$ cat src/rtl/fence_flush_sequencer.sv
// Orders cache/TLB maintenance behind FENCE, FENCE.I and SFENCE.VMA:
// drain store buffer, D$ flush handshake, I$ flush + settle, TLB flush, done.
module fence_flush_sequencer #(
   parameter bit          WT_DCACHE        = 1'b0,
   parameter int unsigned IC_SETTLE_CYCLES = 4
) (
   input  logic clk_i,
   input  logic rst_ni,
   input  logic fence_i,
   input  logic fence_i_i,
   input  logic sfence_vma_i,
   input  logic store_buffer_empty_i,
   output logic flush_dcache_o,
   input  logic flush_dcache_ack_i,
   output logic flush_icache_o,
   output logic flush_tlb_o,
   output logic busy_o,
   output logic done_o
);

   typedef enum logic [2:0] {
      IDLE,
      DRAIN,
      DC_FLUSH,
      IC_FLUSH,
      TLB,
      DONE
   } state_e;

   localparam logic [7:0] SETTLE_INIT = 8'(IC_SETTLE_CYCLES);

   // Mask bit order: [2] sfence, [1] fence.i, [0] fence
   logic [2:0] req;
   state_e     state_reg, state_next;
   logic [2:0] cur_mask_reg, cur_mask_next;
   logic [2:0] next_mask_reg, next_mask_next;
   logic [7:0] settle_reg, settle_next;
   logic       flush_dcache_reg, flush_icache_reg, flush_tlb_reg;
   logic       busy_reg, done_reg;

   assign req = {sfence_vma_i, fence_i_i, fence_i};

   function automatic state_e after_dcache(input logic [2:0] m);
      if (m[1]) begin
         return IC_FLUSH;
      end else if (m[2]) begin
         return TLB;
      end
      return DONE;
   endfunction

   function automatic state_e after_drain(input logic [2:0] m);
      if ((m[0] | m[1]) && !WT_DCACHE) begin
         return DC_FLUSH;
      end
      return after_dcache(m);
   endfunction

   always_comb begin
      state_next     = state_reg;
      cur_mask_next  = cur_mask_reg;
      next_mask_next = next_mask_reg;
      settle_next    = settle_reg;

      // Requests seen while busy accumulate into one follow-up pass
      if (state_reg != IDLE) begin
         next_mask_next = next_mask_reg | req;
      end

      case (state_reg)
         IDLE: begin
            if (req != 3'b000) begin
               cur_mask_next = req;
               state_next    = DRAIN;
            end
         end
         DRAIN: begin
            if (store_buffer_empty_i) begin
               state_next = after_drain(cur_mask_reg);
            end
         end
         DC_FLUSH: begin
            if (flush_dcache_ack_i) begin
               state_next = after_dcache(cur_mask_reg);
            end
         end
         IC_FLUSH: begin
            if (settle_reg == 8'd0) begin
               state_next = cur_mask_reg[2] ? TLB : DONE;
            end else begin
               settle_next = settle_reg - 8'd1;
            end
         end
         TLB: begin
            state_next = DONE;
         end
         DONE: begin
            if ((next_mask_reg | req) != 3'b000) begin
               cur_mask_next  = next_mask_reg | req;
               next_mask_next = 3'b000;
               state_next     = DRAIN;
            end else begin
               state_next = IDLE;
            end
         end
         default: begin
            state_next = IDLE;
         end
      endcase

      if ((state_next == IC_FLUSH) && (state_reg != IC_FLUSH)) begin
         settle_next = SETTLE_INIT;
      end
   end

   always_ff @(posedge clk_i or negedge rst_ni) begin
      if (!rst_ni) begin
         state_reg     <= IDLE;
         cur_mask_reg  <= 3'b000;
         next_mask_reg <= 3'b000;
         settle_reg    <= 8'd0;
      end else begin
         state_reg     <= state_next;
         cur_mask_reg  <= cur_mask_next;
         next_mask_reg <= next_mask_next;
         settle_reg    <= settle_next;
      end
   end

   // The counter still holds its load value only on the first IC_FLUSH cycle
   always_ff @(posedge clk_i or negedge rst_ni) begin
      if (!rst_ni) begin
         flush_dcache_reg <= 1'b0;
         flush_icache_reg <= 1'b0;
         flush_tlb_reg    <= 1'b0;
         busy_reg         <= 1'b0;
         done_reg         <= 1'b0;
      end else begin
         flush_dcache_reg <= (state_reg == DC_FLUSH);
         flush_icache_reg <= (state_reg == IC_FLUSH) && (settle_reg == SETTLE_INIT);
         flush_tlb_reg    <= (state_reg == TLB);
         busy_reg         <= (state_next != IDLE);
         done_reg         <= (state_reg == DONE);
      end
   end

   assign flush_dcache_o = flush_dcache_reg;
   assign flush_icache_o = flush_icache_reg;
   assign flush_tlb_o    = flush_tlb_reg;
   assign busy_o         = busy_reg;
   assign done_o         = done_reg;

endmodule

$ cat config.mk
export PLATFORM = sky130hd
export DESIGN_NAME = fence_flush_sequencer
export DESIGN_NICKNAME = d
export VERILOG_FILES = /design/src/rtl/fence_flush_sequencer.sv
export SDC_FILE = /design/constraint.sdc
export NUM_CORES = 1
export LEC_CHECK = 0
export CELL_PAD_IN_SITES_DETAIL_PLACEMENT = 0
export CELL_PAD_IN_SITES_GLOBAL_PLACEMENT = 1
export CORE_MARGIN = 2
export CORE_UTILIZATION = 46
export CTS_CLUSTER_DIAMETER = 50
export DETAILED_ROUTE_END_ITERATION = 10
export PLACE_DENSITY = 0.92
export SYNTH_ARGS = -nofsm -noshare
export SYNTH_HDL_FRONTEND = slang
export SYNTH_SLANG_ARGS = --single-unit
$ cat constraint.sdc
create_clock -name clk_i -period 2.3 [get_ports clk_i]
set_input_delay 0.345 -clock clk_i [delete_from_list [all_inputs] [get_ports clk_i]]
set_output_delay 0.345 -clock clk_i [all_outputs]
set_load 0.005 [all_outputs]
==> flow_summary.toml, run 1 <==
[yosys]
synth.ff_latch_count = 22
syn-instance-count = 118
synth_edf_count = 0
yosys_warnings = 0
syn_area_per_cell_um2 = 10.0
synth_common_cells = "22 x dfrtp_1, 16 x nor2_1, 10 x nand2_1"
synth.top_cell.area_share_pct = 46.5
ys.flop_type = "dfrtp_1"
synth_seq_area_share_pct = 46.5
synth_cell_type_count = 42
async_reset_ff_share_pct = 100
yosys.area.top_type = "dfrtp_1"
syn_nets = 127
yosysMostFrequentCell = "dfrtp_1"
synthTopCellsByArea = "dfrtp_1 47%, nor2_1 5.1%, nand2_1 3.2%, buf_6 2.9%, xor2_1 2.2%"
syn_area_um2 = 1180

[cells_and_area]
layout-drive-gt1-share_pct = 11.5
num_antenna_cells = 0
instances_no_fill = 160
final_util_pct = 54.2
area_growth_pct = 12.5
nets = 140
largest_register_ffs = 8
final.fill_count = 211

[drt]
via_count = 871
post_drt_wl_per_cell_um = 14.3
first_pass_iters = 4
vias_per_cell = 5.44
post-route-drc-count = 0
wirelength_mm = 2.29
first_iter_violations = 13
ant_nets = 0

[placement]
place_congestion = 0.770
numPortBuffers = 11
dpl.hpwl_mm = 1.68
dpl.cell_count = 156

[worst_setup_path]
cp-end-kind = "flip-flop"
path_cells = "clkdlybuf4s50_1 > or4_4 > nor3_4 > o21a_4 > a21oi_4 > a211o_1"
cpMaxStageDelayCell = "or4_4"
critPathRequiredTime_ns = 2.51
rrSetupSlack_ns = 0.47
path_buf_inv = 1
crit_family = "simple AND/OR/NAND/NOR gates"
startpoint_type = "primary input"
critPathMaxFanout = 8
path_class = "in -> reg"
cp_slowest_stage_delay_ns = 0.57
arrival_ns = 2.05

[pwr]
power_uw = 1660
p_sw_uw = 681
clkPwrFrac_pct = 12.8
power_leakage_uw = 0.000575
combPwrFrac_pct = 43.2
p_seq_share_pct = 44.0
powerDensity_nw_per_um2 = 1250
power.internal_uw = 978
p_sw_share_pct = 41.1
ir_drop_uv = 683

[sta]
clock.fmax_mhz = 542
setup_viol = 0
slew_viol_final = 0
finClkSkew_ns = 0.000996
slew_headroom_pct = 64.1
finalCriticalPeriod_ns = 1.85
setup_tns_ns = 0
worstMarginPinSlew_ns = 0.533
hold_viol_final = 0
period_share_pct = 80.2
rsz0062_at_grt = "no"

[grt]
grt_pass1_vias = 883
grt_use_total_pct = 17.9
grt_antenna_before_repair = 0
grt_pass1_wl_mm = 3.85
overflow = 0
grt_max_degree = 23

[clocking]
cts_tree = "built"
clock_path_buffers = 2
clock_latency_ns = 0.30
cts-resized-gates = 0
clock-root-buffer = "clkbuf_4"
h-tree-depth = 1
postCtsHoldBufs = 0
cts_setup_buffers = 0
clkTransAtPathRegs_ns = 0.12
cts-buffers-inserted = 3
clock-sinks = 22

[floorplanning]
die_y_um = 54.7
start_util_pct = 48.2
coreArea_um2 = 2450
ios = 12
dieArea_um2 = 2990
std_cell_rows = 18
dieWidth_um = 54.7

[worst_hold_path]
hp-class = "in -> async"

[run_status]
status = "finished, final reports clean"

[flow_run]
maxCapViolCount = 0
-- stage by stage --
stage / instance area (um2) / worst slack, ns / hold WS, ns
after floorplan: 1180 / 0.693 / 0.0494
after global placement: 1290 / 0.173 / 0.499
after detailed placement: 1290 / 0.139 / 0.514
after CTS: 1330 / 0.474 / 0.365
after global routing: 1330 / 0.271 / 0.409
final: 1330 / 0.454 / 0.367
-- logic make-up after synthesis --
kind of cell | Yosys count | synth area share [%]
flip-flops | 22 | 46.5
adder cells (fa/ha/maj) | 2 | 2.11
AO/OA/AOI/OAI | 25 | 16.7
XOR/XNOR | 4 | 2.96
multiplexers | 1 | 0.846
AND/OR/NAND/NOR | 55 | 25.6
buffers and inverters | 9 | 5.29
-- worst paths after layout --
| kind | to | from | cells after the start |
|---|---|---|---|
| setup / recovery | settle_reg[2] | fence_i | 6 |
| hold / removal | flush_dcache_o | rst_ni | 2 |
| setup reg to reg | settle_reg[5] | state_reg[0] | 5 |
| hold reg to reg | cur_mask_reg[0] | cur_mask_reg[0] | 2 |
| max in group asynchronous | settle_reg[2] | rst_ni | 2 |
| min in group clk_i | cur_mask_reg[0] | cur_mask_reg[0] | 2 |
-- per-layer routing --
layer / track usage [%] / share of wire, %
met3: 2.73 / 3.5
met1: 22.8 / 48
met2: 30.6 / 48
met5: 0 / 0
met4: 6.25 / 0.74
-- cells in the final DEF (no fill, tap or decap), types with 2 or more instances in the layout --
cell type,count
dfrtp_1,22
nor2_1,16
clkdlybuf4s50_1,11
nand2_1,10
inv_1,5
a21oi_1,5
nor3_1,4
nor3b_1,3
nor2b_1,3
a31oi_1,3
nand3_1,3
xor2_1,3
clkbuf_4,3
nand4b_1,2
nand3b_1,2
o31ai_1,2
o21ai_1,2
nand2b_1,2
a211o_1,2
o21ai_0,2
ha_1,2
-- area by class of cell --
class	instances	area, um2	share of cell area, %
Clock buffer	4	36.3	2.73
Inverter	5	18.8	1.41
Multi-Input combinational cell	87	571	42.9
Sequential cell	22	551	41.4
Tap cell	30	37.5	2.82
Timing Repair Buffer	12	118	8.83
-- power groups by stage --
| stage | Combinational (uW) | Sequential [uW] | Clock (uW) |
|---|---|---|---|
| floorplan | 633 | 646 | 0 |
| global placement | 695 | 725 | 0 |
| detailed placement | 719 | 734 | 0 |
| CTS | 721 | 726 | 221 |
| global route | 813 | 752 | 235 |
| finish | 716 | 730 | 213 |
(Power assumes the default switching activity.)
==> inputs of run 2 (changes only) <==
--- a/config.mk
+++ b/config.mk
@@ -8,10 +8,10 @@
 export CELL_PAD_IN_SITES_DETAIL_PLACEMENT = 0
 export CELL_PAD_IN_SITES_GLOBAL_PLACEMENT = 1
 export CORE_MARGIN = 2
-export CORE_UTILIZATION = 46
+export CORE_UTILIZATION = 43
 export CTS_CLUSTER_DIAMETER = 50
 export DETAILED_ROUTE_END_ITERATION = 10
-export PLACE_DENSITY = 0.92
+export PLACE_DENSITY = 0.87
 export SYNTH_ARGS = -nofsm -noshare
 export SYNTH_HDL_FRONTEND = slang
 export SYNTH_SLANG_ARGS = --single-unit
==> constraint.sdc (replaced) <==
create_clock -name clk_i -period 1.84 [get_ports clk_i]
set_input_delay 0.276 -clock clk_i [delete_from_list [all_inputs] [get_ports clk_i]]
set_output_delay 0.276 -clock clk_i [all_outputs]
set_load 0.005 [all_outputs]
==> flow_summary.toml, run 2 (same netlist as run 1, synthesis figures left out) <==
[run_status]
status = "finished, final reports clean"

[sta]
finClkSkew_ns = 0.00294
slew_headroom_pct = 75.2
finalCriticalPeriod_ns = 1.65
rsz0062_at_grt = "no"
clock.fmax_mhz = 606
finalWorstSetupSlack_ns = 0.189
period_share_pct = 89.7
setup_tns_ns = 0
setup_viol = 0
hold_viol_final = 0
worstMarginPinSlew_ns = 0.367
slew_viol_final = 0
fin_hold_ws_ns = 0.296

[drt]
first_iter_violations = 28
post-route-drc-count = 0
post_drt_wl_per_cell_um = 13.5
first_pass_iters = 4
via_count = 907
vias_per_cell = 5.37
wirelength_mm = 2.29
ant_nets = 0

[clocking]
cts_tree = "built"
clock_latency_ns = 0.30
clock_path_buffers = 2
clkTransAtPathRegs_ns = 0.12
cts-buffers-inserted = 3
postCtsHoldBufs = 0
h-tree-depth = 1
cts_setup_buffers = 0
clock-root-buffer = "clkbuf_4"
clock-sinks = 22

[placement]
numPortBuffers = 11
place_congestion = 0.820
post-place-ws_ns = -0.155
place_area_um2 = 1360
dpl.hpwl_mm = 1.75

[cells_and_area]
finish.instance_area_um2 = 1400
final.fill_count = 264
layout_commonest_cell = "dfrtp_1"
num_antenna_cells = 0
layout-drive-gt1-share_pct = 18.1
nets = 148
layout_common_cells = "20 x dfrtp_1, 16 x nor2_1, 11 x clkdlybuf4s50_1, 10 x nand2_1, 9 x buf_4"
largest_register_ffs = 8
area_growth_pct = 17.9

[grt]
met2_usage_pct = 27.1
grt_use_total_pct = 16.2
overflow = 0
globalRouteMet1Util_pct = 21.1
grt_max_degree = 23
grt-busiest-layer = "met2"
grt_antenna_before_repair = 0
grt_pass1_wl_mm = 4.08
grtUsageMet3_pct = 3.23
grt_pass1_vias = 943

[worst_setup_path]
startpoint_type = "primary input"
cp-end-kind = "flip-flop"
critPathRequiredTime_ns = 2.04
path_class = "in -> reg"
critPathMaxFanout = 5
arrival_ns = 1.85
rr_worst_depth = 6

[floorplanning]
start_util_pct = 44.1
dieArea_um2 = 3190
coreArea_um2 = 2690
std_cell_rows = 19
die_y_um = 56.5
dieWidth_um = 56.5
ios = 12

[pwr]
power_leakage_uw = 0.000612
powerDensity_nw_per_um2 = 1530
ir_drop_uv = 678

[worst_hold_path]
hp-class = "in -> async"

[flow_run]
maxCapViolCount = 0
run 2: changes by cell type in the layout (fill, tap and decap cells not counted), sizes merged:
| cell | before | now |
|---|---|---|
| buf | 1 | 9 |
run 2: final cells by class:
type                            instances  area (um2)  share of cell area [%]
Multi-Input combinational cell         87         571                    40.9
Sequential cell                        22         553                    39.6
Timing Repair Buffer                   20         178                    12.7
Tap cell                               31        38.8                    2.78
Clock buffer                            4        36.3                    2.60
Inverter                                5        18.8                    1.35
run 2: critical path, cell delays in order:
cell and delay, ns:
clkdlybuf4s50_1 0.42, or4_4 0.55, nor3_4 0.15, o21a_4 0.16, a21oi_4 0.06, a211o_1 0.23
run 2: metal layers:
metal  vias to the layer above  wire length [um]
met5                         -                 0
met4                         0                23
met3                         4                57
met2                         9              1070
met1                       436              1140
li1                        458                 -
run 2: final timing paths:
path | start | endpoint | slack (ns)
min | rst_ni | cur_mask_reg[2] | 0.30
max in group asynchronous | rst_ni | state_reg[1] | 1.31
max | fence_i | settle_reg[2] | 0.19
min in group clk_i | cur_mask_reg[0] | cur_mask_reg[0] | 0.53
max reg2reg | state_reg[1] | settle_reg[5] | 0.21
min reg2reg | cur_mask_reg[0] | cur_mask_reg[0] | 0.53
run 2: what timing repair did:
item,CTS,global route
hold endpoints to repair,0,0
setup endpoints to repair,0,2
resized for setup,0,2
run 2: stage by stage:
step                      util, %  total power (uW)  std cells
after detailed placement     50.5              1890        165
after CTS                    51.8              2160        169
after global placement       50.5              1850        165
after floorplan                 -              1600        118
final                        51.9              2140        169
after global routing         51.9              2330        169
run 2: power breakdown:
group	total, uW	switching (uW)	internal [uW]
logic	973	480	493
clock network	266	145	121
registers	900	228	673
==> inputs of run 3 (changes only) <==
--- a/config.mk
+++ b/config.mk
@@ -5,6 +5,7 @@
 export SDC_FILE = /design/constraint.sdc
 export NUM_CORES = 1
 export LEC_CHECK = 0
+export ABC_CLOCK_PERIOD_IN_PS = 1840
 export CELL_PAD_IN_SITES_DETAIL_PLACEMENT = 0
 export CELL_PAD_IN_SITES_GLOBAL_PLACEMENT = 1
 export CORE_MARGIN = 2
@@ -12,6 +13,7 @@
 export CTS_CLUSTER_DIAMETER = 50
 export DETAILED_ROUTE_END_ITERATION = 10
 export PLACE_DENSITY = 0.87
+export RECOVER_POWER = 100
 export SYNTH_ARGS = -nofsm -noshare
 export SYNTH_HDL_FRONTEND = slang
 export SYNTH_SLANG_ARGS = --single-unit
==> flow_summary.toml, run 3 (same netlist as run 1, synthesis figures left out) <==
[drt]
first_pass_iters = 4
via_count = 917
vias_per_cell = 5.43
wirelength_mm = 2.30
post-route-drc-count = 0
post_drt_wl_per_cell_um = 13.6
ant_nets = 0
first_iter_violations = 26

[sta]
finalCriticalPeriod_ns = 1.69
hold_viol_final = 0
worstMarginPinSlew_ns = 1.17
period_share_pct = 91.9
slew_viol_final = 0
slew_headroom_pct = 22.1
finalWorstSetupSlack_ns = 0.149
fin_hold_ws_ns = 0.527
setup_viol = 0
setup_tns_ns = 0
finClkSkew_ns = 0.00274
clock.fmax_mhz = 591
rsz0062_at_grt = "no"

[worst_setup_path]
startpoint_type = "primary input"
arrival_ns = 1.89
rrSetupSlack_ns = 0.16
timing.rr.start = "state_reg[1]"
crit-reg2reg-capture = "settle_reg[5]"
cp-end-kind = "flip-flop"
rr_worst_depth = 6
critPathRequiredTime_ns = 2.04
critPathMaxFanout = 5
path_class = "in -> reg"

[flow_run]
maxCapViolCount = 0

[pwr]
p_sw_uw = 838
combPwrFrac_pct = 44.1
powerDensity_nw_per_um2 = 1520
power_leakage_uw = 0.000610
power_uw = 2090
p_sw_share_pct = 40.2
clkPwrFrac_pct = 12.6
power.internal_uw = 1250
ir_drop_uv = 674
p_seq_share_pct = 43.2

[clocking]
clock_path_buffers = 2
clock_latency_ns = 0.30
clock-root-buffer = "clkbuf_4"
clock-sinks = 22
cts_setup_buffers = 0
cts-buffers-inserted = 3
h-tree-depth = 1
clkTransAtPathRegs_ns = 0.12
cts_tree = "built"

[floorplanning]
ios = 12
die_y_um = 56.5
dieArea_um2 = 3190
coreArea_um2 = 2690
dieWidth_um = 56.5
std_cell_rows = 19
start_util_pct = 44.1

[grt]
overflow = 0
grt_pass1_vias = 943
grt_use_total_pct = 16.2
grt_max_degree = 23
grt_pass1_wl_mm = 4.08
grt_antenna_before_repair = 0

[placement]
place_area_um2 = 1360
place_congestion = 0.820
numPortBuffers = 11
post-place-ws_ns = -0.155
dpl.hpwl_mm = 1.75

[cells_and_area]
layout_commonest_cell = "dfrtp_1"
layout_common_cells = "20 x dfrtp_1, 16 x nor2_1, 10 x nand2_1, 6 x dlygate4sd3_1, 6 x buf_4"
final.fill_count = 272
layout-drive-gt1-share_pct = 15.2
finish.instance_area_um2 = 1370
seq_area_um2 = 553
multiInputGateArea_um2 = 559
largest_register_ffs = 8
area_growth_pct = 16.0
nets = 148
num_antenna_cells = 0

[worst_hold_path]
hp-class = "reg -> reg"
hold_end = "cur_mask_reg[0]"
worstHoldStart = "cur_mask_reg[0]"
hold_depth = 2

[run_status]
status = "finished, final reports clean"
==> run 3: cell types whose count changed in the layout (fill, tap and decap cells not counted) <==
cell             before  now
a21oi_2               0    1
a21oi_4               1    0
buf_4                 9    6
clkbuf_1              0    3
clkdlybuf4s50_1      11    5
dlygate4sd3_1         0    6
o21ai_0               2    3
o21ai_1               2    1
or4_1                 0    1
or4_4                 1    0
==> run 3: how the worst max path moves through the flow <==
stage | startpoint | end
after floorplan | next_mask_reg[1] | settle_reg[2]
after global placement | fence_i | busy_o
after detailed placement | fence_i | settle_reg[2]
after CTS | state_reg[1] | settle_reg[5]
after global routing | state_reg[2] | settle_reg[1]
final | fence_i | settle_reg[2]
==> run 3: power groups by stage <==
stage / Sequential (uW) / Combinational [uW] / Clock [uW]
floorplan: 808 / 792 / 0
global placement: 895 / 957 / 0
detailed placement: 907 / 981 / 0
CTS: 896 / 985 / 274
global route: 934 / 1050 / 300
finish: 901 / 921 / 264
==> run 3: through the flow <==
stage                     utilization (%)  instances
after floorplan                         -        118
after global placement               50.5        165
after detailed placement             50.5        165
after CTS                            51.8        169
after global routing                 51.1        169
final                                51.1        169
==> run 3: per-layer routing <==
| layer | part of all wire (%) | track usage [%] | vias up |
|---|---|---|---|
| met3 | 2.6 | 3.23 | 2 |
| met5 | 0 | 0 | - |
| met1 | 50 | 21.1 | 442 |
| li1 | - | - | 461 |
| met4 | 0.56 | 5.10 | 0 |
| met2 | 47 | 27.1 | 12 |
==> run 3: area by class of cell <==
type | instances | area share, %
clock buffers | 4 | 2.64
inverters | 5 | 1.37
multi-input cells | 87 | 40.7
flip-flops and latches | 22 | 40.3
well taps | 31 | 2.83
repair buffers | 20 | 12.1
==> run 3: critical path: stages <==
cell,delay [ns]
clkdlybuf4s50_1,0.42
or4_1,0.58
nor3_4,0.16
o21a_4,0.15
a21oi_2,0.08
a211o_1,0.23
==> run 3: timing repair <==
| action | in CTS | in global routing |
|---|---|---|
| setup endpoints to repair | 0 | 2 |
| hold buffers | 0 | 0 |
| resized for setup | 0 | 2 |
